===== src/rtl/cfi_shadow_stack_unit.sv =====
// Multi-port CFI log engine: buffers call/return commit events in a multi-push queue
// and drains one per cycle into a shadow stack that checks return targets.
module cfi_shadow_stack_unit #(
    parameter int unsigned NR_PORTS    = 2,
    parameter int unsigned XLEN        = 64,
    parameter int unsigned QUEUE_DEPTH = 8,
    parameter int unsigned SS_DEPTH    = 16
) (
    input  logic                              clk_i,
    input  logic                              rst_ni,
    input  logic [NR_PORTS-1:0]               log_valid_i,
    input  logic [2*NR_PORTS-1:0]             log_kind_i,
    input  logic [XLEN*NR_PORTS-1:0]          log_retaddr_i,
    input  logic [XLEN*NR_PORTS-1:0]          log_target_i,
    input  logic                              enable_i,
    input  logic                              enforce_i,
    input  logic                              flush_i,
    input  logic                              fault_ack_i,
    output logic                              halt_o,
    output logic                              fault_valid_o,
    output logic [1:0]                        fault_cause_o,
    output logic [XLEN-1:0]                   fault_tval_o,
    output logic [$clog2(QUEUE_DEPTH+1)-1:0]  queue_usage_o,
    output logic [$clog2(SS_DEPTH+1)-1:0]     ss_depth_o
);

    localparam int unsigned UW  = $clog2(QUEUE_DEPTH+1);
    localparam int unsigned QPW = $clog2(QUEUE_DEPTH);
    localparam int unsigned SW  = $clog2(SS_DEPTH+1);
    localparam int unsigned SPW = $clog2(SS_DEPTH);

    localparam logic [1:0] CAUSE_MISMATCH  = 2'b01;
    localparam logic [1:0] CAUSE_OVERFLOW  = 2'b10;
    localparam logic [1:0] CAUSE_UNDERFLOW = 2'b11;

    typedef enum logic {ST_RUN, ST_HOLD} state_t;

    state_t              r_state, w_state_nxt;

    logic                r_q_ret  [QUEUE_DEPTH];
    logic [XLEN-1:0]     r_q_addr [QUEUE_DEPTH];
    logic [QPW-1:0]      r_wr_ptr, r_rd_ptr;
    logic [UW-1:0]       r_usage;

    logic [XLEN-1:0]     r_ss [SS_DEPTH];
    logic [SW-1:0]       r_sp;

    logic                r_fault_valid, w_fv_nxt;
    logic [1:0]          r_fault_cause, w_cause_nxt;
    logic [XLEN-1:0]     r_fault_tval, w_tval_nxt;

    logic [NR_PORTS-1:0] w_is_ev;
    logic [QPW-1:0]      w_slot [NR_PORTS];
    logic [UW-1:0]       w_n;
    logic [UW-1:0]       w_free;
    logic                w_halt;
    logic                w_push;
    logic                w_pop;
    logic                w_head_ret;
    logic [XLEN-1:0]     w_head_addr;
    logic [SPW-1:0]      w_top_idx;
    logic                w_ss_push;
    logic                w_ss_pop;
    logic                w_fault;
    logic [1:0]          w_fault_cause;
    logic [XLEN-1:0]     w_fault_tval;

    // Each event's slot is offset by the number of events on lower-numbered ports.
    always_comb begin
        w_n = '0;
        for (int unsigned p = 0; p < NR_PORTS; p++) begin
            w_is_ev[p] = log_valid_i[p] & log_kind_i[2*p+1];
            w_slot[p]  = r_wr_ptr + QPW'(w_n);
            if (w_is_ev[p]) begin
                w_n = w_n + UW'(1);
            end
        end
    end

    assign w_free      = UW'(QUEUE_DEPTH) - r_usage;
    assign w_halt      = enable_i & ((w_n > w_free) | (r_state == ST_HOLD));
    assign w_push      = enable_i & ~w_halt & ~flush_i;
    assign w_pop       = enable_i & ~flush_i & (r_state == ST_RUN) & (r_usage != '0);
    assign w_head_ret  = r_q_ret[r_rd_ptr];
    assign w_head_addr = r_q_addr[r_rd_ptr];
    assign w_top_idx   = SPW'(r_sp - SW'(1));

    always_comb begin
        w_fault       = 1'b0;
        w_fault_cause = '0;
        w_fault_tval  = '0;
        w_ss_push     = 1'b0;
        w_ss_pop      = 1'b0;
        if (w_pop) begin
            if (!w_head_ret) begin
                if (r_sp == SW'(SS_DEPTH)) begin
                    w_fault       = 1'b1;
                    w_fault_cause = CAUSE_OVERFLOW;
                    w_fault_tval  = w_head_addr;
                end else begin
                    w_ss_push = 1'b1;
                end
            end else if (r_sp == '0) begin
                w_fault       = 1'b1;
                w_fault_cause = CAUSE_UNDERFLOW;
                w_fault_tval  = w_head_addr;
            end else begin
                w_ss_pop = 1'b1;
                if (r_ss[w_top_idx] != w_head_addr) begin
                    w_fault       = 1'b1;
                    w_fault_cause = CAUSE_MISMATCH;
                    w_fault_tval  = w_head_addr;
                end
            end
        end
    end

    always_comb begin
        w_state_nxt = r_state;
        w_fv_nxt    = r_fault_valid;
        w_cause_nxt = r_fault_cause;
        w_tval_nxt  = r_fault_tval;
        if (flush_i) begin
            w_state_nxt = ST_RUN;
            w_fv_nxt    = 1'b0;
            w_cause_nxt = '0;
            w_tval_nxt  = '0;
        end else begin
            case (r_state)
                ST_HOLD: begin
                    if (fault_ack_i) begin
                        w_state_nxt = ST_RUN;
                        w_fv_nxt    = 1'b0;
                    end
                end
                default: begin
                    // Monitor mode: valid drops next cycle unless another fault lands.
                    w_fv_nxt = w_fault;
                    if (w_fault) begin
                        w_cause_nxt = w_fault_cause;
                        w_tval_nxt  = w_fault_tval;
                        if (enforce_i) begin
                            w_state_nxt = ST_HOLD;
                        end
                    end
                end
            endcase
        end
    end

    always_ff @(posedge clk_i or negedge rst_ni) begin
        if (!rst_ni) begin
            r_state       <= ST_RUN;
            r_fault_valid <= 1'b0;
            r_fault_cause <= '0;
            r_fault_tval  <= '0;
        end else begin
            r_state       <= w_state_nxt;
            r_fault_valid <= w_fv_nxt;
            r_fault_cause <= w_cause_nxt;
            r_fault_tval  <= w_tval_nxt;
        end
    end

    always_ff @(posedge clk_i or negedge rst_ni) begin
        if (!rst_ni) begin
            r_wr_ptr <= '0;
            r_rd_ptr <= '0;
            r_usage  <= '0;
            r_sp     <= '0;
        end else if (flush_i) begin
            r_wr_ptr <= '0;
            r_rd_ptr <= '0;
            r_usage  <= '0;
            r_sp     <= '0;
        end else begin
            if (w_push) begin
                r_wr_ptr <= r_wr_ptr + QPW'(w_n);
            end
            if (w_pop) begin
                r_rd_ptr <= r_rd_ptr + QPW'(1);
            end
            r_usage <= r_usage + (w_push ? w_n : '0) - UW'(w_pop);
            if (w_ss_push) begin
                r_sp <= r_sp + SW'(1);
            end else if (w_ss_pop) begin
                r_sp <= r_sp - SW'(1);
            end
        end
    end

    // Storage arrays carry no reset; pointers and counts define validity.
    always_ff @(posedge clk_i) begin
        if (w_push) begin
            for (int unsigned p = 0; p < NR_PORTS; p++) begin
                if (w_is_ev[p]) begin
                    r_q_ret[w_slot[p]]  <= log_kind_i[2*p];
                    r_q_addr[w_slot[p]] <= log_kind_i[2*p] ? log_target_i[p*XLEN +: XLEN]
                                                           : log_retaddr_i[p*XLEN +: XLEN];
                end
            end
        end
        if (w_ss_push) begin
            r_ss[SPW'(r_sp)] <= w_head_addr;
        end
    end

    assign halt_o        = w_halt;
    assign fault_valid_o = r_fault_valid;
    assign fault_cause_o = r_fault_cause;
    assign fault_tval_o  = r_fault_tval;
    assign queue_usage_o = r_usage;
    assign ss_depth_o    = r_sp;

endmodule


===== config.mk =====
export PLATFORM = sky130hd
export DESIGN_NAME = cfi_shadow_stack_unit
export DESIGN_NICKNAME = d
export VERILOG_FILES = /design/src/rtl/cfi_shadow_stack_unit.sv
export SDC_FILE = /design/constraint.sdc
export NUM_CORES = 2
export LEC_CHECK = 0
export CELL_PAD_IN_SITES_DETAIL_PLACEMENT = 1
export CELL_PAD_IN_SITES_GLOBAL_PLACEMENT = 2
export CORE_MARGIN = 5
export CORE_UTILIZATION = 40
export CTS_BUF_LIST = sky130_fd_sc_hd__clkbuf_8
export CTS_CLUSTER_DIAMETER = 150
export DETAILED_ROUTE_END_ITERATION = 12
export PLACE_DENSITY_LB_ADDON = 0.1
export SYNTH_ARGS = -nofsm -noshare
export SYNTH_HDL_FRONTEND = slang
export SYNTH_SLANG_ARGS = --single-unit

===== constraint.sdc =====
create_clock -name clk_i -period 22.5 [get_ports clk_i]
set_input_delay 6.75 -clock clk_i [delete_from_list [all_inputs] [get_ports clk_i]]
set_output_delay 6.75 -clock clk_i [all_outputs]
set_load 0.005 [all_outputs]

==> impl_metrics.ini <==
[sta]
fmax_ghz = 0.06182
max_slew_headroom_at_the_worst_pin_pct = 18.37
skew_ns = 0.07335
rsz0062_at_grt = false
layout_min_cycle_time_ns = 16.18
final_min_period_over_clock_period_pct = 71.89
transition_time_at_the_pin_with_the_least_slew_margin_ns = 1.190
timing.final.setup_violations = 0
final.setup.tns_ns = 0
final-hold-violation-count = 0
slew_violations = 0
hold-worst-slack_ns = 0.5461

[clock_tree]
clkSlewWorstSetupHoldPaths_ns = 0.06
post_cts_resized = 0
cts_buffers = 305
cts_setup_buffers = 0
h_tree_levels = 5
post_cts_hold_buffer_count = 0
clock_tree.buffer_depth = 4
clock_latency_ns = 1.03
cts_num_sinks = 1627
tritoncts = done
cts_root_buf = clkbuf_8

[route]
final_routed_wirelength_across_all_metal_layers_um = 219000
routed_via_count = 38830
detail_route.iter0.violations = 3234
antenna_left = 0
via_to_cell_ratio = 5.601
drt-pass1-iter-count = 5
remaining_drc_errors = 0
wire_per_inst_um = 31.59

[synthesis]
synth.lib_cells_used.distinct = 72
ys_seq_elements = 1627
synthesis_warning_total = 0
seq_area_frac_synth_pct = 67.97
avgSynthCellArea_um2 = 18.57
yosysTopAreaCell = edfxtp_1
syn-num-nets = 4125
ys_top_cells_by_area = edfxtp_1 65%, mux2i_1 12%, mux4_2 11%
post-synth-top-count-cell = edfxtp_1
synth.top_cells.by_count = 1,544 x edfxtp_1, 852 x mux2i_1, 357 x mux4_2, 83 x clkbuf_1, 83 x dfrtp_1
syn_area_mm2 = 0.07127
post_synthesis_cells = 3838
postSynth.topFlopCell = edfxtp_1
synth_async_sr_flop_share_pct = 5.101
synth_edf_count = 1544
yosysTopAreaCellShare_pct = 65.05

[floorplanning]
die_area_mm2 = 0.1867
die_h_um = 432.1
std_cell_rows = 155
area_of_the_core_mm2 = 0.1778
floorplan.io_pins = 345
die_w_um = 432.1
initial_utilization_pct = 40.08

[worst_hold_path]
whs_path_depth = 2
min_to = fault_cause_o[1]
worstHoldPathType = reg2reg
worst_hold_startpoint = fault_cause_o[1]

[worst_setup_path]
reg2reg_setup_slack_ns = 13.19
rr_worst_depth = 16
r2r_path_start = ss_depth_o[0]
worst-path-max-fanout = 3
worst-path-buf-inv = 4
path_class = in2out
critical-path-slowest-cell = clkdlybuf4s50_1
longest_individual_stage_delay_on_the_worst_path_ns = 0.51
timing.critical_path.to_type = output pin
path_depth = 12
worst_ep_required_time_ns = 15.75
start_kind = input pin
path_cells = clkdlybuf4s50_1, nand2_1, inv_1, ha_1, inv_1, ha_1, nor2b_1, a2111oi_0, o22a_1, nor2_1, nor2_1, clkdlybuf4s50_1
worst-endpoint-arrival_ns = 9.43
worstReg2RegEnd = fault_tval_o[30]
critPathTopFamily = buffers and inverters

[job]
max_cap_violations = 0

[power_and_ir_drop]
ir_worst_vdd_v = 0.0001959
total_power_w = 0.01035
power.static_leakage_nw = 30.00
powerDensity_mw_per_mm2 = 124.9

[final_layout]
layout.nets = 4664
area_growth_pct = 16.26
final_layout_size_suffix_gt1_share_pct = 20.20

[grt]
globalRoute.totalOverflow = 0
grtUsageTotal_pct = 23.37
grt_max_degree = 102
number_of_global_route_vias_before_repair = 42430
wire_length_of_the_first_global_routing_pass_um = 311200
antenna_violations_before_repair = 10

[placement]
globalplace.congestion = 0.7562
place.port_buffers = 344
placed_wire_length_estimate_um = 127400

[status]
outcome = completed
registers in the layout (all words and copies together) (netlist names), 2 cells and up:
signal	cells
fault_cause_o	2
fault_tval_o	64
queue_usage_o	4
r_q_addr	512
r_q_ret	8
r_rd_ptr	3
r_ss	1024
r_wr_ptr	3
ss_depth_o	5
worst max path at each step:
stage	from	slack [ns]	endpoint
after detailed placement	log_valid_i[0]	6.41	halt_o
final	log_valid_i[0]	6.32	halt_o
after global placement	log_valid_i[0]	6.25	halt_o
after global routing	log_kind_i[1]	6.20	halt_o
after CTS	log_valid_i[0]	6.36	halt_o
after floorplan	log_valid_i[0]	7.56	halt_o
power by group:
group / switching [W] / total [W] / leakage (nW) / internal, W
Clock: 0.00122 / 0.00252 / 3.04 / 0.00130
Sequential: 0.0000830 / 0.00373 / 15.0 / 0.00365
Combinational: 0.00252 / 0.00409 / 11.9 / 0.00157
Total: 0.00383 / 0.0103 / 30.0 / 0.00652
worst register-to-register path: cells and delay by family, from the launching register on:
family                   cells  cell delay (ns)
flip-flops                   1             0.74
multiplexers                 2             0.91
adder cells (fa/ha/maj)      1             0.84
AND/OR/NAND/NOR              5             2.31
AO/OA/AOI/OAI                3             1.14
buffers and inverters        5             3.27
cell usage in the layout (no fill, tap or decap), types with 23 or more instances in the layout:
cell,n
dfrtp_1,79
nand3_1,46
mux2i_1,849
inv_1,176
xnor2_1,52
edfxtp_1,1544
o21ai_0,26
clkdlybuf4s50_1,340
a21oi_1,33
buf_4,117
nor2_1,40
nor2b_1,25
clkbuf_8,310
mux4_2,357
mux2_2,54
nand2b_1,59
clkinv_2,23
nand2_1,79
clkinv_1,54
layer usage:
metal  vias to the layer above  GRT usage [%]  share of wire [%]
li1                      16650              -                  -
met1                     20720          30.70                 42
met2                      1139          39.71                 50
met3                       316          4.224                5.1
met4                         0          7.203                2.8
met5                         -              0                  0
cell type report:
type | count | area [um^2]
Fill cell | 16730 | 94980
Sequential cell | 1627 | 48460
Multi-Input combinational cell | 1917 | 21740
Timing Repair Buffer | 461 | 4347
Clock buffer | 310 | 4267
Tap cell | 2355 | 2947
Clock inverter | 194 | 847.1
Inverter | 65 | 244.0
Antenna cell | 4 | 10.01
kinds of logic after synthesis:
logic type                 after synthesis  synth area share [%]
and+or+nand+nor                        378                 2.835
buffers and inverters                  294                 1.987
DFF                                   1627                 67.97
AOI/OAI and AO/OA                      176                 1.713
xor gates and xnor gates                64                0.7865
muxes                                 1280                 24.37
adders and majority gates               19                0.3441
metrics by stage:
stage,worst slack (ns),utilization (%),cells,instance area [um^2]
2_1_floorplan,7.563,-,3838,71270
3_3_place_gp,6.255,43.71,6425,77740
3_5_place_dp,6.406,43.71,6425,77740
4_1_cts,6.361,46.59,6929,82850
5_1_grt,6.203,46.59,6930,82850
6_report,6.324,46.59,6933,82860
No activity file was read; power rests on OpenSTA's default activity.
